===== src/rtl/mul_pkg.sv =====
// Shared types for the sequential Booth multiplier: FSM states and the
// Booth recoding pairs {acc[0], E} that trigger an add or a subtract.
package mul_pkg;

  typedef enum logic [1:0] {
    IDLE = 2'd0,
    BUSY = 2'd1,
    DONE = 2'd2
  } mul_state_t;

  localparam logic [1:0] BOOTH_ADD = 2'b01;
  localparam logic [1:0] BOOTH_SUB = 2'b10;

endpackage


===== src/rtl/seq_booth_mul_if.sv =====
// Operand-in / product-out handshake bundle of the sequential Booth multiplier.
// The master issues operand pairs and drains products; the slave is the multiplier.
interface seq_booth_mul_if #(
  parameter int WIDTH = 32
);

  logic               in_valid;
  logic               in_ready;
  logic               in_signed;
  logic [WIDTH-1:0]   in_a;
  logic [WIDTH-1:0]   in_b;
  logic               out_valid;
  logic               out_ready;
  logic [2*WIDTH-1:0] out_p;

  modport master (
    output in_valid, in_signed, in_a, in_b, out_ready,
    input  in_ready, out_valid, out_p
  );

  modport slave (
    input  in_valid, in_signed, in_a, in_b, out_ready,
    output in_ready, out_valid, out_p
  );

endinterface


===== src/rtl/booth_step.sv =====
// One radix-2 Booth iteration: conditional add/subtract of the multiplicand
// into the high half, then an arithmetic right shift of {high, low, E}.
module booth_step
  import mul_pkg::*;
#(
  parameter int WIDTH = 32
) (
  input  logic [WIDTH+1:0] hi,
  input  logic [WIDTH:0]   lo,
  input  logic             e,
  input  logic [WIDTH:0]   mcand,
  output logic [WIDTH+1:0] hi_n,
  output logic [WIDTH:0]   lo_n,
  output logic             e_n
);

  logic [WIDTH+1:0] mc_x;
  logic [WIDTH+1:0] sum;

  assign mc_x = {mcand[WIDTH], mcand};

  always_comb begin
    sum = hi;
    case ({lo[0], e})
      BOOTH_ADD: sum = hi + mc_x;
      BOOTH_SUB: sum = hi - mc_x;
      default:   sum = hi;
    endcase
  end

  assign hi_n = {sum[WIDTH+1], sum[WIDTH+1:1]};
  assign lo_n = {sum[0], lo[WIDTH:1]};
  assign e_n  = lo[0];

endmodule


===== src/rtl/seq_booth_mul.sv =====
// Iterative radix-2 Booth multiplier: one step per clock, WIDTH+1 steps per operation,
// double-width product held in DONE until the consumer takes it.
module seq_booth_mul
  import mul_pkg::*;
#(
  parameter int WIDTH = 32
) (
  input  logic               clk,
  input  logic               rst_n,
  seq_booth_mul_if.slave     bus,
  output logic               busy
);

  localparam int CNT_W = $clog2(WIDTH + 2);

  mul_state_t       state;
  mul_state_t       state_nx;
  logic [CNT_W-1:0] cnt;
  logic [WIDTH+1:0] hi;
  logic [WIDTH+1:0] hi_n;
  logic [WIDTH:0]   lo;
  logic [WIDTH:0]   lo_n;
  logic [WIDTH:0]   mcand;
  logic             e;
  logic             e_n;
  logic             accept;
  logic             last;

  assign accept = bus.in_valid && bus.in_ready;
  assign last   = (cnt == CNT_W'(WIDTH));

  always_ff @(posedge clk or negedge rst_n) begin
    if (!rst_n) state <= IDLE;
    else        state <= state_nx;
  end

  always_comb begin
    state_nx      = state;
    bus.in_ready  = 1'b0;
    bus.out_valid = 1'b0;
    busy          = 1'b0;
    case (state)
      IDLE: begin
        bus.in_ready = 1'b1;
        if (bus.in_valid) state_nx = BUSY;
      end
      BUSY: begin
        busy = 1'b1;
        if (last) state_nx = DONE;
      end
      DONE: begin
        bus.out_valid = 1'b1;
        // Retiring and accepting on the same edge skips IDLE entirely.
        bus.in_ready  = bus.out_ready;
        if (bus.out_ready) state_nx = bus.in_valid ? BUSY : IDLE;
      end
      default: state_nx = IDLE;
    endcase
  end

  booth_step #(.WIDTH(WIDTH)) u_step (
    .hi    (hi),
    .lo    (lo),
    .e     (e),
    .mcand (mcand),
    .hi_n  (hi_n),
    .lo_n  (lo_n),
    .e_n   (e_n)
  );

  always_ff @(posedge clk or negedge rst_n) begin
    if (!rst_n) begin
      hi        <= '0;
      lo        <= '0;
      e         <= 1'b0;
      mcand     <= '0;
      cnt       <= '0;
      bus.out_p <= '0;
    end else if (accept) begin
      hi    <= '0;
      lo    <= {bus.in_signed & bus.in_a[WIDTH-1], bus.in_a};
      e     <= 1'b0;
      mcand <= {bus.in_signed & bus.in_b[WIDTH-1], bus.in_b};
      cnt   <= '0;
    end else if (state == BUSY) begin
      hi  <= hi_n;
      lo  <= lo_n;
      e   <= e_n;
      cnt <= cnt + CNT_W'(1);
      if (last) bus.out_p <= {hi_n[WIDTH-2:0], lo_n};
    end
  end

endmodule


===== src/flat_wrapper.sv =====
// flat-port wrapper written by rule: the top's interface ports become plain ports
module seq_booth_mul_flat import mul_pkg::*;
#(
  parameter int WIDTH = 32
)
  (clk, rst_n, busy, bus_in_valid, bus_in_signed, bus_in_a, bus_in_b, bus_out_ready, bus_in_ready, bus_out_valid, bus_out_p);
  seq_booth_mul_if #(.WIDTH(WIDTH)) bus_i ();
  input  logic clk;
  input  logic rst_n;
  output logic busy;
  input wire logic [$bits(bus_i.in_valid)-1:0] bus_in_valid;
  input wire logic [$bits(bus_i.in_signed)-1:0] bus_in_signed;
  input wire logic [$bits(bus_i.in_a)-1:0] bus_in_a;
  input wire logic [$bits(bus_i.in_b)-1:0] bus_in_b;
  input wire logic [$bits(bus_i.out_ready)-1:0] bus_out_ready;
  output wire logic [$bits(bus_i.in_ready)-1:0] bus_in_ready;
  output wire logic [$bits(bus_i.out_valid)-1:0] bus_out_valid;
  output wire logic [$bits(bus_i.out_p)-1:0] bus_out_p;
  assign bus_i.in_valid = bus_in_valid;
  assign bus_i.in_signed = bus_in_signed;
  assign bus_i.in_a = bus_in_a;
  assign bus_i.in_b = bus_in_b;
  assign bus_i.out_ready = bus_out_ready;
  assign bus_in_ready = bus_i.in_ready;
  assign bus_out_valid = bus_i.out_valid;
  assign bus_out_p = bus_i.out_p;
  seq_booth_mul #(.WIDTH(WIDTH)) u_core (.clk(clk), .rst_n(rst_n), .bus(bus_i), .busy(busy));
endmodule

===== config.mk =====
export PLATFORM = sky130hd
export DESIGN_NAME = seq_booth_mul_flat
export DESIGN_NICKNAME = d
export VERILOG_FILES = /design/src/rtl/mul_pkg.sv /design/src/rtl/seq_booth_mul_if.sv /design/src/rtl/booth_step.sv /design/src/rtl/seq_booth_mul.sv /design/src/flat_wrapper.sv
export SDC_FILE = /design/constraint.sdc
export NUM_CORES = 1
export LEC_CHECK = 0
export BUFFER_PORTS_ARGS = -buffer_cell sky130_fd_sc_hd__buf_2
export CORE_AREA = 5 5 129 131
export CTS_BUF_LIST = sky130_fd_sc_hd__clkbuf_16
export DETAILED_ROUTE_END_ITERATION = 8
export DIE_AREA = 0 0 134 136
export PLACE_DENSITY = 0.92
export REMOVE_ABC_BUFFERS = 1
export SETUP_SLACK_MARGIN = 0.4
export SKIP_CTS_REPAIR_TIMING = 1
export SLEW_MARGIN = 20
export SYNTH_ARGS = -nofsm -noshare
export SYNTH_HDL_FRONTEND = slang
export SYNTH_SLANG_ARGS = --single-unit
export TNS_END_PERCENT = 10

===== constraint.sdc =====
create_clock -name clk -period 9.7 [get_ports clk]
set_input_delay 0.97 -clock clk [delete_from_list [all_inputs] [get_ports clk]]
set_output_delay 0.97 -clock clk [all_outputs]
set_load 0.02 [all_outputs]

==> flow_summary.yaml <==
status:
  outcome: "finished clean"
sta:
  finalHoldViolCount: 0
  max-slew-margin-rel: 0.444
  finalCritPeriodShare: 0.430
  rsz0062_at_grt: "false"
  finalSetupViolCount: 0
  hold_slack_ns: 0.466
  worst_pin_slew_ns: 0.835
  slew_violations: 0
  max_freq_mhz: 240
  tns_ns: 0
  finalClockSkew_ns: 0.00883
  finalCriticalPeriod_ns: 4.17
setup_path:
  slowest_stage: "o31ai_1"
  worstPathCellList: "nor4_4, nand4b_4, nor4_1, nor2_1, xnor2_1, ha_1, a21oi_1, o21ai_1, a311o_1, o31ai_1, o21ai_2, a31oi_1, mux2i_1, nand3_1"
  crit_fanout: 5
  start_kind: "flop"
  r2r_start: "u_core.mcand[2]$_DFFE_PN0P_"
  r2r_slack_ns: 5.53
  critPathCapture: "u_core.bus.out_p[62]$_DFFE_PN0P_"
  crit_start: "u_core.mcand[2]$_DFFE_PN0P_"
  path_class: "flop to flop"
  cp_top_family: "compound AO/OA/AOI/OAI gates"
  critPathRequiredTime_ns: 10.01
  path_depth: 14
  arrival_ns: 4.48
  timing.rr.end: "u_core.bus.out_p[62]$_DFFE_PN0P_"
  worstRegToRegCells: 14
  path_buf_inv: 0
  critPathMaxStageDelay_ns: 0.54
  end_kind: "flop"
placement:
  dpl.hpwl_mm: 15.9
  gp_congestion: 0.909
  portBuffers: 135
min_path:
  min_path_type: "flop to flop"
clocking:
  cts.clk_slew.worst_paths_ns: 0.06
  cts_sinks: 172
  htreeDepth: 4
  clockBufferDepth: 2
  tritoncts: "built"
  numCtsBuffers: 17
  clkLatencyLatePin_ns: 0.43
  cts_root_buf: "clkbuf_16"
synthesis:
  yosys_warnings: 0
  synth-edff-count: 0
  synth_ff_type: "dfrtp_1"
  netlist_area_um2: 9360
  synth_top_area_frac: 0.460
  synth_commonest_cells: "nand2_1 (317), dfrtp_1 (172), o21ai_0 (67)"
  ys_ff_latch: 172
  synth_top_area_cell: "dfrtp_1"
  netlist_top_cells_area: "dfrtp_1 (46%), nand2_1 (13%), ha_1 (4.9%), xnor2_1 (4.0%), o21ai_0 (3.6%)"
  synth_area_per_cell_um2: 8.56
  ys_seq_area_frac: 0.460
  yosysMostFrequentCell: "nand2_1"
  ys_async_sr_fraction: 1.00
  synth_cells: 1093
  synth_cell_type_count: 55
routing:
  drt_iter0_markers: 731
  firstDrtPassIters: 5
  ant_nets: 0
  wirelength_mm: 23.4
  viasPerCell: 5.85
  post_drt_wl_per_cell_um: 16.7
  vias: 8205
  drc: 0
die:
  rows: 46
  die_w_um: 134
  ios: 136
  die_area_um2: 18200
  core-area_um2: 15500
  die_h_um: 136
  initial_core_util: 0.604
global_route:
  overflow: 0
  grt_pass1_vias: 8164
  antenna_found_initial: 0
  grt_util_all_layers: 0.264
  grt_max_degree: 94
  grt_pass1_wl_mm: 38.8
cells_and_area:
  antenna_cells: 0
  drive_gt1_frac: 0.156
  area_growth_pct: 14.0
  nets: 1306
  fillers: 1173
  fin_util: 0.689
job:
  maxCapViolations: 0
-- cell families (layout without fill, tap and decap cells) --
group | after synthesis | after routing | synth area share
compound gates | 236 | 236 | 0.154
flops | 172 | 172 | 0.460
mux | 15 | 15 | 0.0160
fa+ha+maj | 38 | 38 | 0.0516
simple gates | 496 | 496 | 0.231
xor+xnor | 60 | 60 | 0.0561
buf+inv | 76 | 193 | 0.0306
-- flip-flops by register name, indices dropped and copies added, names as in the netlist --
name              flops
u_core.lo            33
u_core.e              1
u_core.cnt            6
u_core.bus.out_p     64
u_core.state          2
u_core.mcand         33
u_core.hi            33
-- how the worst min path moves through the flow --
| stage | slack, ns | cells after the start | to | start |
|---|---|---|---|---|
| CTS | 0.47 | 2 | u_core.bus.out_p[1]$_DFFE_PN0P_ | u_core.bus.out_p[1]$_DFFE_PN0P_ |
| floorplan | 0.46 | 2 | u_core.bus.out_p[19]$_DFFE_PN0P_ | u_core.lo[20]$_DFFE_PN0P_ |
| global placement | 0.45 | 2 | u_core.bus.out_p[25]$_DFFE_PN0P_ | u_core.bus.out_p[25]$_DFFE_PN0P_ |
| detailed placement | 0.46 | 2 | u_core.bus.out_p[25]$_DFFE_PN0P_ | u_core.bus.out_p[25]$_DFFE_PN0P_ |
| global route | 0.50 | 2 | u_core.bus.out_p[1]$_DFFE_PN0P_ | u_core.bus.out_p[1]$_DFFE_PN0P_ |
| finish | 0.47 | 2 | u_core.bus.out_p[1]$_DFFE_PN0P_ | u_core.bus.out_p[1]$_DFFE_PN0P_ |
-- stage by stage --
step / std cells / worst slack, ns / instance area [µm²]
after floorplan: 1035 / 4.96 / 9140
after global placement: 1371 / 5.76 / 10100
after detailed placement: 1371 / 5.52 / 10100
after CTS: 1401 / 5.52 / 10600
after global routing: 1402 / 5.07 / 10700
final: 1402 / 5.53 / 10700
-- cell type report --
| cell class | count | area [µm²] | share of cell area |
|---|---|---|---|
| Sequential cell | 172 | 4300 | 0.403 |
| Timing Repair Buffer | 145 | 769 | 0.0721 |
| Clock inverter | 13 | 78.8 | 0.00739 |
| Inverter | 18 | 67.6 | 0.00633 |
| Tap cell | 192 | 240 | 0.0225 |
| Clock buffer | 17 | 425 | 0.0399 |
| Multi-Input combinational cell | 845 | 4780 | 0.448 |
-- worst min-delay path: cells and delay by family (launching register included) --
family | cells | cell delay (ns)
simple gates | 2 | 0.10
flops | 1 | 0.34
-- metal layers --
metal / part of all wire / vias up / global-route usage
met2: 0.48 / 297 / 0.430
li1: - / 3950 / -
met1: 0.41 / 3904 / 0.337
met3: 0.080 / 54 / 0.0688
met5: 0 / - / 0
met4: 0.029 / 0 / 0.108
-- placed cells by master (no fill, tap or decap), types with 8 or more instances in the layout --
cell | netlist | final
nand2_1 | 317 | 315
dfrtp_1 | 172 | 172
buf_2 | 1 | 134
o21ai_0 | 67 | 67
nor2_1 | 62 | 61
a21oi_1 | 57 | 57
nand3_1 | 45 | 45
xnor2_1 | 43 | 43
ha_1 | 37 | 36
a22oi_1 | 28 | 28
inv_1 | 18 | 18
a31oi_1 | 17 | 17
xor2_1 | 17 | 17
clkbuf_16 | 0 | 17
nor3_1 | 16 | 16
mux2i_1 | 15 | 15
a21o_1 | 15 | 15
nor2b_1 | 9 | 9
nor4_1 | 9 | 9
buf_4 | 0 | 9
nand2b_1 | 9 | 8
o31ai_1 | 8 | 8
Power is not shown: default switching activity piles up to over one toggle a cycle in this logic, so the estimate is an artifact.
